### src/rtl/rr_grant_pkg.sv
// Shared types and width helpers for the round-robin grant controller.
package rr_grant_pkg;

    typedef enum logic {
        IDLE = 1'b0,
        BUSY = 1'b1
    } state_t;

    // Keeps a 1-bit pointer legal even for a degenerate single-requester build.
    function automatic int ptr_width(input int w);
        return (w > 1) ? $clog2(w) : 1;
    endfunction

    function automatic int cnt_width(input int max_beats);
        return $clog2(max_beats + 1);
    endfunction

endpackage

### src/rtl/rr_ffs_from_pos.sv
// Rotating find-first-set: lowest set bit of x at index >= pos, wrapping past W-1 to 0.
module rr_ffs_from_pos
    import rr_grant_pkg::*;
#(
    parameter  int W  = 8,
    localparam int PW = ptr_width(W)
) (
    input  logic [W-1:0]  x,
    input  logic [PW-1:0] pos,
    output logic          any,
    output logic [W-1:0]  y,
    output logic [PW-1:0] y_enc
);

    logic [PW-1:0] w_idx;

    // NOTE: every output gets a default before the loop so no path leaves it unassigned (no latch).
    always_comb begin
        any   = 1'b0;
        y     = '0;
        y_enc = '0;
        w_idx = '0;
        for (int i = 0; i < W; i++) begin
            // W is a power of two, so the pointer add wraps naturally.
            w_idx = pos + i[PW-1:0];
            if (!any && x[w_idx]) begin
                any      = 1'b1;
                y[w_idx] = 1'b1;
                y_enc    = w_idx;
            end
        end
    end

endmodule

### src/rtl/rr_grant_ctrl.sv
// Round-robin grant controller: holds one multi-beat grant at a time, re-arbitrates on
// completion without a bubble, and forces release after P_MAX_BEATS accepted beats.
module rr_grant_ctrl
    import rr_grant_pkg::*;
#(
    parameter  int W           = 8,
    parameter  int P_MAX_BEATS = 16,
    localparam int P_CNT_W     = cnt_width(P_MAX_BEATS),
    localparam int PW          = ptr_width(W)
) (
    input  logic          clk,
    input  logic          arst_n,
    input  logic [W-1:0]  req_i,
    input  logic [W-1:0]  last_i,
    input  logic          ack_i,
    output logic          gnt_vld_o,
    output logic [W-1:0]  gnt_o,
    output logic [PW-1:0] gnt_enc_o,
    output logic [PW-1:0] ptr_o,
    output logic          forced_o
);

    localparam logic [P_CNT_W-1:0] LP_LAST_BEAT = P_CNT_W'(P_MAX_BEATS - 1);

    state_t               r_state, w_state_nxt;
    logic [PW-1:0]        r_ptr, w_ptr_nxt;
    logic [W-1:0]         r_gnt, w_gnt_nxt;
    logic [PW-1:0]        r_gnt_enc, w_gnt_enc_nxt;
    logic [P_CNT_W-1:0]   r_cnt, w_cnt_nxt;
    logic                 r_forced, w_forced_nxt;

    logic [W-1:0]         w_search_vec;
    logic [PW-1:0]        w_search_pos;
    logic [PW-1:0]        w_enc_inc;
    logic                 w_any;
    logic [W-1:0]         w_win;
    logic [PW-1:0]        w_win_enc;
    logic                 w_done_norm;
    logic                 w_done_force;
    logic                 w_done;
    logic                 w_drop;

    assign w_enc_inc    = r_gnt_enc + PW'(1);
    assign w_done_norm  = ack_i & last_i[r_gnt_enc];
    assign w_done_force = ack_i & (r_cnt == LP_LAST_BEAT);
    assign w_done       = w_done_norm | w_done_force;
    assign w_drop       = ~req_i[r_gnt_enc];

    // In BUSY the current holder is masked so it can never win on its own completing cycle.
    assign w_search_vec = (r_state == BUSY) ? (req_i & ~r_gnt) : req_i;
    assign w_search_pos = (r_state == BUSY) ? w_enc_inc : r_ptr;

    rr_ffs_from_pos #(
        .W (W)
    ) u_ffs (
        .x     (w_search_vec),
        .pos   (w_search_pos),
        .any   (w_any),
        .y     (w_win),
        .y_enc (w_win_enc)
    );

    always_comb begin
        w_state_nxt   = r_state;
        w_ptr_nxt     = r_ptr;
        w_gnt_nxt     = r_gnt;
        w_gnt_enc_nxt = r_gnt_enc;
        w_cnt_nxt     = r_cnt;
        w_forced_nxt  = 1'b0;
        case (r_state)
            IDLE: begin
                if (w_any) begin
                    w_state_nxt   = BUSY;
                    w_gnt_nxt     = w_win;
                    w_gnt_enc_nxt = w_win_enc;
                    w_cnt_nxt     = '0;
                end
            end
            BUSY: begin
                if (w_done) begin
                    w_ptr_nxt    = w_enc_inc;
                    w_cnt_nxt    = '0;
                    // A genuine last beat on the limit beat is a normal completion.
                    w_forced_nxt = w_done_force & ~w_done_norm;
                    if (w_any) begin
                        w_gnt_nxt     = w_win;
                        w_gnt_enc_nxt = w_win_enc;
                    end else begin
                        w_state_nxt   = IDLE;
                        w_gnt_nxt     = '0;
                        w_gnt_enc_nxt = '0;
                    end
                end else if (w_drop) begin
                    w_state_nxt   = IDLE;
                    w_ptr_nxt     = w_enc_inc;
                    w_cnt_nxt     = '0;
                    w_gnt_nxt     = '0;
                    w_gnt_enc_nxt = '0;
                end else if (ack_i) begin
                    w_cnt_nxt = r_cnt + P_CNT_W'(1);
                end
            end
        endcase
    end

    // NOTE: sequential state uses non-blocking assignments so every register samples pre-edge values.
    always_ff @(posedge clk or negedge arst_n) begin
        if (!arst_n) begin
            r_state   <= IDLE;
            r_ptr     <= '0;
            r_gnt     <= '0;
            r_gnt_enc <= '0;
            r_cnt     <= '0;
            r_forced  <= 1'b0;
        end else begin
            r_state   <= w_state_nxt;
            r_ptr     <= w_ptr_nxt;
            r_gnt     <= w_gnt_nxt;
            r_gnt_enc <= w_gnt_enc_nxt;
            r_cnt     <= w_cnt_nxt;
            r_forced  <= w_forced_nxt;
        end
    end

    assign gnt_vld_o = (r_state == BUSY);
    assign gnt_o     = r_gnt;
    assign gnt_enc_o = r_gnt_enc;
    assign ptr_o     = r_ptr;
    assign forced_o  = r_forced;

endmodule

### config.mk
export PLATFORM = sky130hd
export DESIGN_NAME = rr_grant_ctrl
export DESIGN_NICKNAME = d
export VERILOG_FILES = /design/src/rtl/rr_grant_pkg.sv /design/src/rtl/rr_ffs_from_pos.sv /design/src/rtl/rr_grant_ctrl.sv
export SDC_FILE = /design/constraint.sdc
export NUM_CORES = 1
export LEC_CHECK = 0
export CORE_UTILIZATION = 61
export CTS_BUF_LIST = sky130_fd_sc_hd__clkbuf_4 sky130_fd_sc_hd__clkbuf_8
export CTS_CLUSTER_DIAMETER = 50
export DETAILED_ROUTE_END_ITERATION = 10
export PLACE_DENSITY = 0.88
export REMOVE_ABC_BUFFERS = 1
export SYNTH_ARGS = -nofsm -noshare
export SYNTH_HDL_FRONTEND = slang
export SYNTH_SLANG_ARGS = --single-unit
### constraint.sdc
create_clock -name clk -period 11.4 [get_ports clk]
set_input_delay 2.28 -clock clk [delete_from_list [all_inputs] [get_ports clk]]
set_output_delay 2.28 -clock clk [all_outputs]
set_load 0.005 [all_outputs]
---- Word-level counts from Yosys, hierarchy flattened ----
Index checks and enable logic that the tools add are counted.
word-level totals
  bits of input ports ..................... 19
  bits in registers ....................... 21
cells by class
  $lt $le $gt $ge ......................... 17
  reductions and logical operators ........ 25
  muxes and demuxes ....................... 85
  eq/ne operators ......................... 5
  bitwise logic cells ..................... 15
  $add $sub $neg .......................... 9
operator list
  cell                   number
  $mux W8                13
  $or A8 B8 Y8           7
  $mux W3                15
  $lt A3 B4 Y1 const B   9
  $mux W1                31
  $bmux W1 S3            10
  $demux W1 S3           8
  $ge A3 B1 Y1 const B   8
  $mux W5                4
  $pmux W8 S2            1
  $logic_and A1 B1 Y1    15
  $add A3 B3 Y3 const B  4
  $pmux W5 S2            1
  $and A8 B8 Y8          1
  $not A8 Y8             1
  $logic_not A1 Y1       7
  $add A3 B1 Y3 const B  2
  $add A3 B2 Y3 const B  2
  $pmux W3 S2            1
  $reduce_and A2 Y1      3
  $add A5 B1 Y5 const B  1
  $eq A5 B4 Y1 const B   1
  $ne A4 B4 Y1 const B   1
  $and A1 B1 Y1          3
  other kinds (6)        7

---- Logic depth before layout (Yosys ltp) ----
Gate-level depths: netlist of the first run.
  word-level depth ........................ 30
  depth in mapped cells ................... 16
  gate-level depth less buffers ........... 12

---- Cells and area by module ----
From an unflattened synthesis of the first run, not the netlist that was laid out.
second synthesis, totals
  cells, all modules ...................... 330
  area total of the unflattened synthesis .. 3026.7 µm²
modules (own cells, without submodules)
  module           times used  cells an instance  area each (µm²)
  rr_grant_ctrl    1           154                1565.3
  rr_ffs_from_pos  1           176                1461.4

---- Worst setup path before layout of the first run ----
Ideal clock, no wire load.
  path type ............................... in2reg
  from .................................... input req_i[2]
  to ...................................... register r_gnt_enc[2], in the netlist gnt_enc_o[2]
  data required time ...................... 11273 ps
  data arrival time ....................... 4100 ps
  stages on the path ...................... 9
  path slack .............................. 7172 ps
  buffers on the path ..................... 0
  setup time .............................. 127 ps
  cells stage by stage .................... o21ai_1 a21oi_1 mux4_2 a21o_1 a211oi_1 o31ai_1 a311o_1 a31oi_1 o21ai_0
on the way
  longest elaborated chain between the ends .. 29
ends and longest elaborated chain
  what                                RTL line               text
  from (decl)                         rr_grant_ctrl.sv:13    input logic [W-1:0] req_i,
  $and A8 B8 Y8                       rr_grant_ctrl.sv:50    assign w_search_vec = (r_state == BUSY) ? (req_i & ~r_gnt) : req_i;
  $mux W8                             rr_grant_ctrl.sv:50
  $bmux W1 S3                         rr_ffs_from_pos.sv:26  if (!any && x[w_idx]) begin
  $mux W1 (implied by the code)       rr_ffs_from_pos.sv:26
  $mux W1                             rr_ffs_from_pos.sv:26
  $logic_not A1 Y1                    rr_ffs_from_pos.sv:26
  $logic_and A1 B1 Y1                 rr_ffs_from_pos.sv:26
  $mux W1                             rr_ffs_from_pos.sv:26
  [13 not listed]                     -
  $logic_and A1 B1 Y1                 rr_ffs_from_pos.sv:26
  $mux W1                             rr_ffs_from_pos.sv:26
  $logic_not A1 Y1                    rr_ffs_from_pos.sv:26
  $logic_and A1 B1 Y1                 rr_ffs_from_pos.sv:26
  $mux W3 or $mux W1 (tied branches)  rr_ffs_from_pos.sv:26
  $mux W3                             rr_grant_ctrl.sv:85    if (w_any) begin
  $mux W3                             rr_grant_ctrl.sv:80    if (w_done) begin
  $pmux W3 S2                         rr_grant_ctrl.sv:70    case (r_state)
  to (signal assigned)                rr_grant_ctrl.sv:119   r_gnt_enc <= w_gnt_enc_nxt;
  to (decl)                           rr_grant_ctrl.sv:28    logic [PW-1:0] r_gnt_enc, w_gnt_enc_nxt;
Parallel ways exist; a longest one is shown, timed or not. The select of a mux whose other input is x is not followed.
A chain may end at the register's enable or synchronous reset.

---- Final worst setup path of the first run ----
  from .................................... input req_i[2]
  to ...................................... register r_gnt[4], in the netlist gnt_o[4]
on the way
  longest elaborated chain between the ends .. 29
ends and longest elaborated chain
  what                                RTL line               text
  $and A8 B8 Y8                       rr_grant_ctrl.sv:50
  $mux W8                             rr_grant_ctrl.sv:50
  $bmux W1 S3                         rr_ffs_from_pos.sv:26
  $mux W1 (implied by the code)       rr_ffs_from_pos.sv:26
  $mux W1                             rr_ffs_from_pos.sv:26
  $logic_not A1 Y1                    rr_ffs_from_pos.sv:26
  $logic_and A1 B1 Y1                 rr_ffs_from_pos.sv:26
  $mux W1                             rr_ffs_from_pos.sv:26
  [13 not listed]                     -
  $logic_and A1 B1 Y1                 rr_ffs_from_pos.sv:26
  $mux W1                             rr_ffs_from_pos.sv:26
  $logic_not A1 Y1                    rr_ffs_from_pos.sv:26
  $logic_and A1 B1 Y1                 rr_ffs_from_pos.sv:26
  $mux W8 or $mux W1 (tied branches)  rr_ffs_from_pos.sv:26
  $mux W8                             rr_grant_ctrl.sv:85
  $mux W8                             rr_grant_ctrl.sv:80
  $pmux W8 S2                         rr_grant_ctrl.sv:70
  to (signal assigned)                rr_grant_ctrl.sv:118   r_gnt <= w_gnt_nxt;
  to (decl)                           rr_grant_ctrl.sv:27    logic [W-1:0] r_gnt, w_gnt_nxt;
Parallel ways exist; a longest one is shown, timed or not. The select of a mux whose other input is x is not followed.

==> flow_metrics.tcl, run 1 <==
set metrics [dict create \
    slew_headroom_pct 26.8 \
    required_ns 11.55 \
    yosys.area_share.simple_pct 23.6 \
    synth_flop_cell "dfrtp_1" \
    cts.clk_slew.worst_paths_ns 0.08 \
    cts_setup_buffers 0 \
    die_area_mm2 0.00443 \
    setup_tns_ns 0 \
    h-tree-depth 1 \
    drtIter0Drc 318 \
    avgViaCountPerCell 7.05 \
    place_congestion 0.962 \
    path_class "input pin to register" \
    rsz0062_at_grt "no" \
    clock_skew_ns 0.00439 \
    rr_worst_depth 12 \
    hold_end "r_cnt[3]" \
    cpMostUsedCell "o21ai_1" \
    yosysUniqueCellTypes 65 \
    final_common_cell "nand2_1" \
    dr.pass1.iters 7 \
    r2r_slack_ns 6.47 \
    maxSlewViolCount 0 \
    critPathMaxFanout 16 \
    synth_compound_area_share_pct 32.5 \
    yosys_warnings 0 \
    ios 35 \
    cpMaxStageDelayCell "o21ai_1" \
    drt-wirelength-per-cell_um 19.5 \
    async_flop_share_pct 100 \
    muxShareOfSynthArea_pct 12.5 \
    worst_skew_pair.late_latency_ns 0.26 \
    grt_pass1_wl_mm 11.7 \
    place_ws_ns 6.05 \
    synth_area_mm2 0.00254 \
    ys_seq_area_share_pct 20.7 \
    grt_pass1_vias 2423 \
    grt_use_total_pct 34.6 \
    num_rows 23 \
    cp.arrival_ns 5.36 \
    synth_xor_area_share_pct 1.72 \
    worst_slack_ns 6.19 \
    syn_inst 311 \
    grt_max_degree 28 \
    cts_tree "done" \
    outcome "complete, no violations" \
    mostFrequentLayoutCells "40 x nand2_1, 34 x clkdlybuf4s50_1, 28 x o21ai_0, 21 x dfrtp_1, 15 x a21oi_1" \
    io_buffers 34 \
    via_count 2716 \
    synth_top_area_share_pct 20.7 \
    drive_gt1_share_pct 10.1 \
    synth_top_family_by_area "compound AO/OA/AOI/OAI gates" \
    root_buffer "clkbuf_8" \
    hp-start "r_cnt[3]" \
    dp_hpwl_mm 5.58 \
    antennaDiodeCount 0 \
    synthAdderAreaFrac_pct 3.94 \
    dp_cells 381 \
    drcViolationCount 0 \
    overflow 0 \
    ctsResizeCount 0 \
    worstMarginPinSlew_ns 1.09 \
    layout.nets 363 \
    holdPathStages 1 \
    wl_mm 7.50 \
    synth_edf_count 0 \
    die_w_um 66.5 \
    timing.rr.end "gnt_enc_o[0]" \
    cp-startpoint "req_i[2]" \
    clk_path_buf_depth 2 \
    synthDominantAreaCellType "dfrtp_1" \
    synth.area.top_cells "dfrtp_1 21%, nand2_1 5.9%, o21ai_0 5.5%" \
    core-area_mm2 0.00400 \
    crit_path_end_kind "register" \
    path_cells "clkdlybuf4s50_1 -> o21ai_1 -> a211oi_1 -> a21oi_1 -> o21ai_1 -> nor4b_2 -> a222oi_1 -> nand3_1 -> a32o_1" \
    cts_buffers 3 \
    cp-start-kind "input pin" \
    initial_core_util_pct 63.5 \
    antenna_found_initial 0 \
    critPathMaxStageDelay_ns 0.89 \
    fin_crit_ns 5.21 \
    hold_violations 0 \
    clock_sinks 21 \
    die_y_um 66.5 \
    ctsHoldBuffers 0 \
    area_growth_pct 14.2 \
    worstHoldPathType "register to register" \
    setup_viol 0 \
    cap_viol_max_count 0 \
    post-route-period-util_pct 45.7 \
    reg2reg_from "gnt_enc_o[0]" \
    ant_nets 0 \
    max_clock_freq_mhz 192 \
    syn_area_per_cell_um2 8.17 \
    final_cells 385 \
    synth-seq-cells 21 \
]
==> cells in the mapped netlist (5+ instances only) <==
cell and count:
o21ai_1 14, xnor2_1 5, nor2b_1 7, buf_2 7, nand2_1 40, ha_1 8, o21ai_0 28, a21o_1 10
a21oi_1 15, mux2i_1 10, a211oi_1 5, nor3_1 6, dfrtp_1 21, nand3_1 14, and2_1 5, a31oi_1 6
nor2_1 13, inv_1 8, mux4_2 6
==> flip-flops by register name, indices dropped and copies added (netlist names) <==
name       flops
gnt_o          8
gnt_vld_o      1
gnt_enc_o      3
ptr_o          3
r_cnt          5
forced_o       1
==> stage by stage <==
stage | instance area, um2 | utilization [%] | hold WS [ns]
detailed placement | 2860 | 71.4 | 0.468
global placement | 2860 | 71.4 | 0.464
finish | 2900 | 72.6 | 0.499
floorplan | 2450 | - | 0.437
CTS | 2900 | 72.6 | 0.482
global route | 2900 | 72.6 | 0.534
==> cells by family (layout without fill, tap and decap cells) <==
kind of cell / Yosys count / count (layout)
compound gates: 120 / 120
xor+xnor: 5 / 5
fa+ha+maj: 8 / 8
buf+inv: 24 / 48
flops: 21 / 21
mux: 22 / 22
simple gates: 111 / 111
==> critical path, delay by kind of cell <==
| kind | cells | cell delay (ns) |
|---|---|---|
| AO/OA/AOI/OAI | 6 | 2.22 |
| buffers and inverters | 1 | 0.51 |
| AND/OR/NAND/NOR | 2 | 0.34 |
==> layout make-up <==
type                       instances  area [um2]
tap                               50        62.6
multi-input combinational        266        1890
clock buffer                       3        41.3
clock inverter                     1        5.00
sequential                        21         526
timing repair buffer              34         340
inverter                          10        40.0
fill                             311        1100
==> per-layer routing <==
layer | track usage [%] | share of wire (%) | vias up
met5 | 0 | 0 | -
met4 | 9.04 | 2.1 | 0
met1 | 47.9 | 43 | 1285
met2 | 56.7 | 46 | 155
li1 | - | - | 1251
met3 | 4.11 | 8.5 | 25
==> worst max-delay path by stage <==
stage	end	slack [ns]	depth (start not counted)
floorplan	gnt_o[6]	6.95	9
finish	gnt_o[4]	6.19	9
global placement	gnt_o[4]	6.13	9
CTS	gnt_o[5]	6.30	10
detailed placement	gnt_o[4]	6.05	9
global route	gnt_o[6]	5.95	10
Power of run 1 is left out: the tool's default activity adds up to more than one toggle a clock period on the data nets, which glitch-free logic cannot reach.
==> run 2, diff against run 1 <==
- CORE_UTILIZATION: 61 -> 57
- PLACE_DENSITY: 0.88 -> 0.83
- clock period: 11.4 -> 5.2 ns (I/O delays scaled with it)
==> run 2 against run 1 <==
Against the previous run: clock skew fell by 0.0027 ns; first-iteration DRC count fell by 16%; highest routed layer unchanged; flip-flop and latch count did not move; core utilization fell by 2.0 points; critical path depth rose by 2; wire length fell by 2.1%; non-clock buffer count rose by 3; worst hold slack got worse by 0.011 ns; sequential share of layout area fell by 0.14 points; global-route usage fell by 1.8 points; die area rose by 6.8%; final cell count rose by 0.78%.
==> flow_metrics.tcl, run 2 (same netlist as run 1, synthesis figures left out) <==
set metrics [dict create \
    cpMaxStageDelayCell "dfrtp_1" \
    cts_buffers 3 \
    overflow 0 \
    grt_pass1_wl_mm 11.6 \
    ant_nets 0 \
    rsz0062_at_grt "no" \
    cpMostUsedCell "a21oi_1" \
    dr.pass1.iters 5 \
    num_rows 23 \
    drive_gt1_share_pct 10.9 \
    die_y_um 68.8 \
    antenna_found_initial 0 \
    hold_violations 0 \
    wl_mm 7.34 \
    clock_skew_ns 0.00167 \
    io_buffers 34 \
    critPathMaxStageDelay_ns 0.86 \
    cts.clk_slew.worst_paths_ns 0.07 \
    cts_tree "done" \
    die_w_um 68.8 \
    rr_worst_depth 11 \
    ctsHoldBuffers 0 \
    cp-start-kind "register" \
    slew_headroom_pct 38.2 \
    outcome "complete, no violations" \
    reg2reg_from "gnt_enc_o[0]" \
    cts_setup_buffers 0 \
    clk_path_buf_depth 2 \
    worstHoldPathType "register to register" \
    post-route-period-util_pct 83.3 \
    grt_use_total_pct 32.9 \
    dp_cells 384 \
    r2r_slack_ns 0.87 \
    cap_viol_max_count 0 \
    die_area_mm2 0.00473 \
    timing.rr.end "gnt_o[6]" \
    drtIter0Drc 267 \
    clock_sinks 21 \
    path_class "register to register" \
    hp-start "r_cnt[4]" \
    ctsResizeCount 0 \
    place_congestion 1.01 \
    drt-wirelength-per-cell_um 18.9 \
    fin_crit_ns 4.33 \
    maxSlewViolCount 0 \
    final_common_cell "nand2_1" \
    root_buffer "clkbuf_8" \
    h-tree-depth 1 \
    crit_path_end_kind "register" \
    worst_skew_pair.late_latency_ns 0.26 \
    largest_reg_flops 8 \
    grt_pass1_vias 2386 \
    path_cells "nand2_2 -> nand2_1 -> inv_1 -> ha_1 -> a21oi_1 -> nor2_1 -> nand4b_4 -> a21oi_1 -> nand3_2 -> o21ai_1 -> a22o_1" \
    critPathMaxFanout 22 \
    required_ns 5.40 \
    setup_tns_ns 0 \
    hold_end "r_cnt[4]" \
    max_clock_freq_mhz 231 \
    core-area_mm2 0.00414 \
    setup_viol 0 \
    grt_max_degree 25 \
    area_growth_pct 15.1 \
    drcViolationCount 0 \
    antennaDiodeCount 0 \
    fillers 359 \
    holdPathStages 2 \
    dp_hpwl_mm 5.81 \
    final_cells 388 \
    mostFrequentLayoutCells "40 x nand2_1, 34 x clkdlybuf4s50_1, 28 x o21ai_0, 21 x dfrtp_1, 15 x a21oi_1" \
    via_count 2673 \
    avgViaCountPerCell 6.89 \
    initial_core_util_pct 61.3 \
    worstMarginPinSlew_ns 0.924 \
    layout.nets 366 \
    cp.arrival_ns 4.53 \
    ios 35 \
]
-- run 2: cell count changes in the layout (fill, tap and decap cells not counted) --
| cell | change |
|---|---|
| buf_4 | +3 |
-- run 2: per-layer routing --
layer / part of all wire [%] / wire (um) / vias to the layer above / GRT usage, %
met4: 1.2 / 89 / 0 / 5.61
met3: 8.1 / 591 / 16 / 3.95
met1: 44 / 3220 / 1272 / 46.8
met5: 0 / 0 / - / 0
li1: - / - / 1245 / -
met2: 47 / 3440 / 140 / 53.9
-- run 2: worst max-delay path: cells and delay by family, from the launching register on --
family | cells | cell delay [ns]
fa+ha+maj | 1 | 0.50
buf+inv | 1 | 0.33
simple gates | 5 | 1.33
compound gates | 4 | 1.26
flops | 1 | 0.86
-- run 2: final cells by class --
| cell class | count | area [um2] | area share, % |
|---|---|---|---|
| clock buffers | 3 | 41.3 | 1.41 |
| clock inverters | 1 | 5.00 | 0.171 |
| inverters | 10 | 40.0 | 1.37 |
| multi-input cells | 266 | 1890 | 64.5 |
| flip-flops and latches | 21 | 526 | 18.0 |
| well taps | 50 | 62.6 | 2.14 |
| repair buffers | 37 | 363 | 12.4 |
-- run 2: worst max-delay path by stage --
| stage | slack (ns) | endpoint | start | cells after the start |
|---|---|---|---|---|
| finish | 0.87 | gnt_o[6] | gnt_enc_o[0] | 11 |
| global route | 0.42 | gnt_enc_o[0] | gnt_enc_o[0] | 12 |
| CTS | 0.89 | gnt_o[6] | gnt_enc_o[0] | 11 |
| floorplan | 1.29 | gnt_o[6] | gnt_enc_o[0] | 12 |
| global placement | 1.05 | gnt_o[1] | gnt_enc_o[0] | 12 |
| detailed placement | 0.91 | gnt_o[6] | gnt_enc_o[0] | 11 |
-- run 2: through the flow --
stage | worst slack (ns) | hold WS [ns] | cell area [um2] | util, %
final | 0.867 | 0.487 | 2930 | 70.6
after floorplan | 1.29 | 0.437 | 2450 | -
after CTS | 0.888 | 0.491 | 2930 | 70.6
after global routing | 0.425 | 0.532 | 2930 | 70.6
after detailed placement | 0.906 | 0.474 | 2880 | 69.5
after global placement | 1.05 | 0.463 | 2880 | 69.5
Power of run 2 is left out for the same reason.
